## src/rtl/instr_fetch.sv

```systemverilog
// instr_fetch: PC owner issuing 1-cycle-latency imem reads into a 2-entry queue
// that feeds decode over valid/ready, flushed and restarted by redirect.
module instr_fetch #(
    parameter int ADDR_WIDTH = 32,
    parameter logic [ADDR_WIDTH-1:0] RESET_PC = '0
) (
    input  logic                  clk,
    input  logic                  rst,
    output logic                  imem_en,
    output logic [ADDR_WIDTH-1:0] imem_addr,
    input  logic [31:0]           imem_rdata,
    input  logic                  redirect_valid,
    input  logic [ADDR_WIDTH-1:0] redirect_pc,
    output logic                  out_valid,
    input  logic                  out_ready,
    output logic [31:0]           out_instr,
    output logic [ADDR_WIDTH-1:0] out_pc,
    output logic [4:0]            out_opcode,
    output logic [8:0]            out_rd,
    output logic [8:0]            out_rs1,
    output logic [8:0]            out_rs2
);
    logic [ADDR_WIDTH-1:0] pc, inflight_pc;
    logic                  inflight;
    logic [31:0]           instr_q [2];
    logic [ADDR_WIDTH-1:0] pc_q [2];
    logic                  rd_ptr, wr_ptr;
    logic [1:0]            count;
    logic                  deq;
    logic [2:0]            occ;

    assign out_valid = rst & (count != 2'd0) & ~redirect_valid;
    assign deq       = out_valid & out_ready;
    // queue slots committed after this edge: buffered + returning - leaving
    assign occ       = {1'b0, count} + {2'b0, inflight} - {2'b0, deq};
    assign imem_en   = rst & ~redirect_valid & (occ < 3'd2);
    assign imem_addr = pc;
    assign out_instr = rst ? instr_q[rd_ptr] : '0;
    assign out_pc    = rst ? pc_q[rd_ptr] : '0;
    assign out_opcode = out_instr[31:27];
    assign out_rd     = out_instr[26:18];
    assign out_rs1    = out_instr[17:9];
    assign out_rs2    = out_instr[8:0];

    always_ff @(posedge clk) begin
        if (!rst) begin
            pc          <= RESET_PC;
            inflight    <= 1'b0;
            inflight_pc <= '0;
            count       <= 2'd0;
            rd_ptr      <= 1'b0;
            wr_ptr      <= 1'b0;
            instr_q[0]  <= '0;
            instr_q[1]  <= '0;
            pc_q[0]     <= '0;
            pc_q[1]     <= '0;
        end else if (redirect_valid) begin
            pc       <= redirect_pc;
            inflight <= 1'b0;
            count    <= 2'd0;
            rd_ptr   <= 1'b0;
            wr_ptr   <= 1'b0;
        end else begin
            inflight <= imem_en;
            if (imem_en) begin
                pc          <= pc + ADDR_WIDTH'(1);
                inflight_pc <= pc;
            end
            if (inflight) begin
                instr_q[wr_ptr] <= imem_rdata;
                pc_q[wr_ptr]    <= inflight_pc;
            end
            wr_ptr <= wr_ptr ^ inflight;
            rd_ptr <= rd_ptr ^ deq;
            count  <= count + {1'b0, inflight} - {1'b0, deq};
        end
    end
endmodule

```

## config.mk

```make
export PLATFORM = sky130hd
export DESIGN_NAME = instr_fetch
export DESIGN_NICKNAME = d
export VERILOG_FILES = /design/src/rtl/instr_fetch.sv
export SDC_FILE = /design/constraint.sdc
export NUM_CORES = 1
export LEC_CHECK = 0
export ABC_AREA = 0
export CAP_MARGIN = 0
export CORE_ASPECT_RATIO = 0.75
export CORE_UTILIZATION = 55
export DETAILED_ROUTE_END_ITERATION = 12
export PLACE_DENSITY = 0.86
export SETUP_SLACK_MARGIN = 0.2
export SLEW_MARGIN = 5
export SYNTH_ARGS = -nofsm -noshare
export SYNTH_HDL_FRONTEND = slang
export SYNTH_SLANG_ARGS = --single-unit
export TNS_END_PERCENT = 5
```

## constraint.sdc

```tcl
create_clock -name clk -period 19.8 [get_ports clk]
set_input_delay 2.97 -clock clk [delete_from_list [all_inputs] [get_ports clk]]
set_output_delay 2.97 -clock clk [all_outputs]
set_load 0.01 [all_outputs]
```

-- Word-level counts from Yosys, hierarchy flattened
Memory sizes are Yosys's and may differ from the RTL's. A register that Yosys moved wholly into a read port is not among the register bits.
Index checks and enable logic that the tools add are counted.
- register bits: 69
- memory bits (writable): 128
- latch bits: 0
- input bits: 68
- memories: 2
- bits in read-only memories: 0
- word-level logic and storage cells: 46
- output and inout bits: 130
- memories (memory ; words ; width ; read ports ; clocked after memory_dff ; write ports ; line ; text):
    instr_q ; 2 ; 32 ; 1 ; 1 ; 2 ; 25 ; logic [31:0] instr_q [2];
    pc_q ; 2 ; 32 ; 1 ; 1 ; 2 ; 26 ; logic [ADDR_WIDTH-1:0] pc_q [2];
- mux-type cells: 17
- $add $sub $neg: 5
- bitwise operators: 9
- divide/modulo/power cells: 0
- equality and inequality tests: 0
- order comparisons: 1
- reduce and logical (&&, ||, !) cells: 6
- multiply operators: 0
- shift-type cells: 0
- operator list (operator ; number):
    32-bit 2-to-1 mux ; 6
    32-bit OR reduction ; 2
    32-bit by 1-bit adder with 32-bit output, second input constant ; 1
    1-bit 2-to-1 mux ; 11
    1-bit AND ; 5
    2-bit nonzero test ; 2
    2-bit by 1-bit adder with 3-bit output ; 1
    3-bit by 2-bit less-than comparator with 1-bit output, second input constant ; 1
    3-bit by 1-bit subtractor with 3-bit output ; 1
    2-bit by 1-bit adder with 2-bit output ; 1
    1-bit NOT ; 2
    2-bit AND reduction ; 1
    2-bit OR reduction ; 1
    2-bit by 1-bit subtractor with 2-bit output ; 1
    1-bit XOR ; 2

-- Longest topological paths before layout
- word-level depth: 9
- gate-level depth with buffers: 15
- mapped depth without buffers: 13

-- Least setup slack after synthesis
No wires, ideal clock.
- kind: in2reg
- from: in rst
- to: mem instr_q[0][0] (enable)
- required time: 19226 ps
- stages on the path: 5
- setup time: 574 ps
- arrival: 7939 ps
- path slack: 11286 ps
- path buffers: 1
- cell sequence: buf_2 -> clkinv_1 -> nor2_1 -> nand2_1 -> o21ai_0
- RTL lines (item ; line ; text):
    start: declaration ; 8 ; input logic rst,
    end: declaration ; 25 ;

-- Worst setup path in the final report
- from: in redirect_valid
- to: out imem_en
- cells in the longest elaborated chain, start to end: 6
- elaborated cells between the ends (all ways): 7
- classes of those cells: 1 x add/sub; 1 x order compare; 5 x bitwise
- ends and longest elaborated chain (item ; line ; text):
    start: declaration ; 12 ; input logic redirect_valid,
    1-bit NOT (no line) * ; n/a ;
    1-bit AND ; 32 ; assign out_valid = rst & (count != 2'd0) & ~redirect_valid;
    1-bit AND ; 33 ; assign deq = out_valid & out_ready;
    3-bit by 1-bit subtractor with 3-bit output ; 35 ; assign occ = {1'b0, count} + {2'b0, inflight} - {2'b0, deq};
    3-bit by 2-bit less-than comparator with 1-bit output ; 36 ; assign imem_en = rst & ~redirect_valid & (occ < 3'd2);
    1-bit AND * ; 36 ;
    end: declaration ; 9 ; output logic imem_en,
Mark *: on every way between the ends. The rest lies on a longest branch, timed or not.

==> impl_results.html <==
<table>
<tr><th>Metric</th><th>Value</th></tr>
<tr><th colspan="2">CTS</th></tr>
<tr><td>Number of buffers between clock root and the deepest sink</td><td>2</td></tr>
<tr><td>CTS tree</td><td>done</td></tr>
<tr><td>Worst-skew pair later-pin latency</td><td>430 ps</td></tr>
<tr><td>Post-CTS Setup Inserts</td><td>0</td></tr>
<tr><td>Number of H-tree levels</td><td>4</td></tr>
<tr><td>Resized Gates After CTS</td><td>0</td></tr>
<tr><td>Cell chosen for the clock root</td><td>sky130_fd_sc_hd__clkbuf_16</td></tr>
<tr><td>Clk pin slew, worst setup/hold paths</td><td>70 ps</td></tr>
<tr><td>Clock buffer count from CTS</td><td>17</td></tr>
<tr><td>Hold-fix buffers at CTS</td><td>0</td></tr>
<tr><td>Number of sinks on the clock net</td><td>197</td></tr>
<tr><th colspan="2">Routing</th></tr>
<tr><td>Routed vias/inst</td><td>5.63</td></tr>
<tr><td>Average routed wire per standard cell</td><td>17.7 um</td></tr>
<tr><td>Initial DRC Count</td><td>574</td></tr>
<tr><td>DRC errors left</td><td>0</td></tr>
<tr><td>Via count</td><td>6915</td></tr>
<tr><td>Final ANT Viol Nets</td><td>0</td></tr>
<tr><td>Length of the first detailed-routing pass in iterations</td><td>5</td></tr>
<tr><td>Routed Wire Length</td><td>21700 um</td></tr>
<tr><th colspan="2">Global route</th></tr>
<tr><td>Overall global routing resource usage</td><td>0.260</td></tr>
<tr><td>Vias in the first global route</td><td>6650</td></tr>
<tr><td>Initial antenna violation count</td><td>0</td></tr>
<tr><td>First-pass GRT wire length</td><td>34000 um</td></tr>
<tr><td>Overflow after GRT</td><td>0</td></tr>
<tr><td>Maximum number of pins on one net before global-route repair</td><td>92</td></tr>
<tr><th colspan="2">Synth</th></tr>
<tr><td>Nets in the synthesized netlist</td><td>942</td></tr>
<tr><td>Netlist cell types</td><td>51</td></tr>
<tr><td>Flip-flop and latch count after synthesis</td><td>197</td></tr>
<tr><td>Count leader, synth</td><td>sky130_fd_sc_hd__and2_1</td></tr>
<tr><td>Area share of the leading cell type in the synthesized netlist</td><td>0.417</td></tr>
<tr><td>Avg Synthesized Cell Area</td><td>10.6 sq um</td></tr>
<tr><td>Synthesized instance count</td><td>870</td></tr>
<tr><td>Top flip-flop cell by instance count after synthesis</td><td>sky130_fd_sc_hd__edfxtp_1</td></tr>
<tr><td>Number of synthesis warnings</td><td>0</td></tr>
<tr><td>Largest cells by area after synthesis</td><td>sky130_fd_sc_hd__edfxtp_1 (42%), sky130_fd_sc_hd__dfxtp_1 (15%), sky130_fd_sc_hd__and2_1 (9.3%)</td></tr>
<tr><td>Fraction of registers with async set or reset after synthesis</td><td>0</td></tr>
<tr><td>Post-synth EDFFs</td><td>128</td></tr>
<tr><td>Post-Syn Area</td><td>0.00922 sq mm</td></tr>
<tr><td>Cell accounting for the most synthesized area</td><td>sky130_fd_sc_hd__edfxtp_1</td></tr>
<tr><td>Synth cell count leaders</td><td>sky130_fd_sc_hd__and2_1 (137), sky130_fd_sc_hd__edfxtp_1 (128), sky130_fd_sc_hd__nand2_1 (96)</td></tr>
<tr><td>Sequential share of the synthesized area</td><td>0.567</td></tr>
<tr><th colspan="2">Worst setup path</th></tr>
<tr><td>Signal arrival time at the worst endpoint</td><td>7000 ps</td></tr>
<tr><td>Data required time of the worst path</td><td>16830 ps</td></tr>
<tr><td>Cells on worst reg2reg path</td><td>12</td></tr>
<tr><td>Worst path bufs/invs</td><td>5</td></tr>
<tr><td>Startpoint of the worst register-to-register path</td><td>count[1]$_SDFF_PP0_</td></tr>
<tr><td>Cell family with the largest share of critical-path delay</td><td>buffers and inverters</td></tr>
<tr><td>Reg2Reg Capture Point</td><td>imem_addr[23]$_SDFFE_PN0P_</td></tr>
<tr><td>Worst Setup End Kind</td><td>output port</td></tr>
<tr><td>Worst-path maximum fanout</td><td>45</td></tr>
<tr><td>Crit path kind</td><td>input port to output port</td></tr>
<tr><td>Slowest stage cell, crit path</td><td>sky130_fd_sc_hd__clkdlybuf4s50_1</td></tr>
<tr><td>Critical path cell sequence</td><td>clkdlybuf4s50_1, buf_4, nand2b_1, a21oi_1, and2_1, ha_1, inv_1, ha_1, fa_1, xnor2_1, or3_2, inv_2, clkdlybuf4s50_1</td></tr>
<tr><td>CP max stage delay</td><td>670 ps</td></tr>
<tr><td>Nature of the critical path startpoint</td><td>input port</td></tr>
<tr><td>Worst setup slack for register-to-register paths</td><td>16030 ps</td></tr>
<tr><th colspan="2">STA</th></tr>
<tr><td>Highest achievable clock rate</td><td>100 MHz</td></tr>
<tr><td>Summed negative setup slack over all endpoints</td><td>0 ps</td></tr>
<tr><td>RSZ-0062 raised after global routing</td><td>no</td></tr>
<tr><td>Worst clock skew</td><td>11.5 ps</td></tr>
<tr><td>Min cycle time layout</td><td>9970 ps</td></tr>
<tr><td>Minimum hold slack</td><td>461 ps</td></tr>
<tr><td>Transition time of the tightest slew-check pin</td><td>1080 ps</td></tr>
<tr><td>Worst slew margin relative to its limit</td><td>0.280</td></tr>
<tr><td>Fin crit share</td><td>0.503</td></tr>
<tr><td>Final hold violations</td><td>0</td></tr>
<tr><td>Setup violators final</td><td>0</td></tr>
<tr><td>Final count of pins violating max slew</td><td>0</td></tr>
<tr><th colspan="2">Placed design</th></tr>
<tr><td>Final Wtd Congestion</td><td>0.877</td></tr>
<tr><td>Placed Cells</td><td>1196</td></tr>
<tr><td>Port-buffer cells</td><td>197</td></tr>
<tr><td>Half-perimeter wire length of the detailed placement result</td><td>13800 um</td></tr>
<tr><th colspan="2">Die</th></tr>
<tr><td>Initial core utilization</td><td>0.569</td></tr>
<tr><td>Floorplan die area</td><td>0.0173 sq mm</td></tr>
<tr><td>Die Ht</td><td>114 um</td></tr>
<tr><td>Number of standard-cell rows in the floorplan</td><td>40</td></tr>
<tr><td>DIE WIDTH</td><td>152 um</td></tr>
<tr><td>Number of primary I/O pins</td><td>198</td></tr>
<tr><td>Placeable core area</td><td>0.0162 sq mm</td></tr>
<tr><th colspan="2">Layout</th></tr>
<tr><td>Layout cells sized above 1</td><td>0.0580</td></tr>
<tr><td>Fraction of the core area covered by cells at the end of the flow</td><td>0.721</td></tr>
<tr><td>Area growth, synth to finish</td><td>26.7%</td></tr>
<tr><td>Nets@finish</td><td>1077</td></tr>
<tr><td>Final cell count without fillers</td><td>1228</td></tr>
<tr><td>Number of diodes added for antenna fixing</td><td>0</td></tr>
<tr><th colspan="2">Worst hold path</th></tr>
<tr><td>Number of cells traversed by the worst hold path</td><td>2</td></tr>
<tr><td>WHS Endpoint</td><td>inflight_pc[18]$_SDFFE_PN0P_</td></tr>
<tr><td>Hold_sp</td><td>inflight_pc[18]$_SDFFE_PN0P_</td></tr>
<tr><td>Class of the tightest hold or removal check</td><td>flop to flop</td></tr>
<tr><th colspan="2">Status</th></tr>
<tr><td>Outcome</td><td>finished, final reports clean</td></tr>
<tr><th colspan="2">Power</th></tr>
<tr><td>Worst VDD drop</td><td>62.3 uV</td></tr>
<tr><td>Reported leakage power</td><td>4.09 nW</td></tr>
<tr><td>Power density normalized to cell area</td><td>77.6 mW/mm^2</td></tr>
<tr><th colspan="2">Run</th></tr>
<tr><td>MaxCap Viol Count</td><td>0</td></tr>
</table>
-- routing by layer --
| metal | wire [um] | GRT usage |
|---|---|---|
| met1 | 9280 | 0.355 |
| met2 | 10200 | 0.409 |
| met3 | 1830 | 0.0622 |
| met4 | 364 | 0.0858 |
| met5 | 0 | 0 |
-- through the flow --
stage / total power [mW] / worst slack [ps] / area, sq um
6_report: 0.907 / 9830 / 11700
5_1_grt: 0.936 / 9620 / 11700
4_1_cts: 0.908 / 9840 / 11700
3_5_place_dp: 0.567 / 9840 / 11100
3_3_place_gp: 0.564 / 9900 / 11100
2_1_floorplan: 0.519 / 11290 / 9220
-- logic make-up (layout without fill, tap and decap cells) --
kind of cell             count (synthesis)  after routing  share of synthesized area
AND/OR/NAND/NOR                        382            382                      0.216
flip-flops                             197            197                      0.567
AO/OA/AOI/OAI                          106            106                     0.0692
buffers and inverters                  101            249                     0.0562
multiplexers                            70             70                     0.0767
XOR/XNOR                                10             10                    0.00950
adder cells (fa/ha/maj)                  4              4                    0.00624
-- where the power goes --
part           switching, mW  leakage, nW  internal (mW)
logic                 0.0452         1.89         0.0450
clock network          0.150        0.306          0.198
registers             0.0143         1.89          0.454
total                  0.209         4.09          0.697
-- worst reg2reg max path, cell delays in order (launching register included) --
cell and delay [ps]:
sky130_fd_sc_hd__dfxtp_1 360, sky130_fd_sc_hd__inv_1 90, sky130_fd_sc_hd__a21oi_1 180, sky130_fd_sc_hd__and2_1 180
sky130_fd_sc_hd__ha_1 230, sky130_fd_sc_hd__inv_1 60, sky130_fd_sc_hd__ha_1 150, sky130_fd_sc_hd__fa_1 430
sky130_fd_sc_hd__or3_2 510, sky130_fd_sc_hd__inv_2 570, sky130_fd_sc_hd__nor2_1 420, sky130_fd_sc_hd__a31oi_1 300
sky130_fd_sc_hd__o211ai_1 150
-- state kept, by name (all words and copies together) (netlist names) --
register,flops
wr_ptr,1
imem_addr,32
pc_q,64
inflight_pc,32
count,2
instr_q,64
inflight,1
rd_ptr,1
-- cell type report --
type	count	area, sq um
Fill cell	1178	4530
Clock buffer	25	559
Sequential cell	197	5230
Timing Repair Buffer	204	2020
Multi-Input combinational cell	572	3510
Clock inverter	7	50.0
Inverter	13	51.3
Tap cell	210	263
-- how the worst max path moves through the flow --
stage / slack (ps) / cells past startpoint / to / from
floorplan: 11290 / 5 / instr_q[0][0]$_SDFFCE_PN0P_ / rst
global placement: 9900 / 13 / imem_en / redirect_valid
detailed placement: 9840 / 13 / imem_en / redirect_valid
CTS: 9840 / 13 / imem_en / redirect_valid
global route: 9620 / 13 / imem_en / redirect_valid
finish: 9830 / 13 / imem_en / redirect_valid
-- cell usage in the layout, fill, tap and decap left out, types with 8 or more instances in the layout --
master,instances
sky130_fd_sc_hd__edfxtp_1,128
sky130_fd_sc_hd__nand2_1,96
sky130_fd_sc_hd__nand4_1,11
sky130_fd_sc_hd__nor2_1,76
sky130_fd_sc_hd__and2_1,137
sky130_fd_sc_hd__inv_1,11
sky130_fd_sc_hd__nand3_1,13
sky130_fd_sc_hd__a21oi_1,53
sky130_fd_sc_hd__a31oi_1,15
sky130_fd_sc_hd__clkbuf_16,20
sky130_fd_sc_hd__clkdlybuf4s50_1,197
sky130_fd_sc_hd__dfxtp_1,68
sky130_fd_sc_hd__nor4_1,8
sky130_fd_sc_hd__and3_1,13
sky130_fd_sc_hd__o21ai_0,8
sky130_fd_sc_hd__mux2i_1,65
No activity file was read; power rests on OpenSTA's default activity.
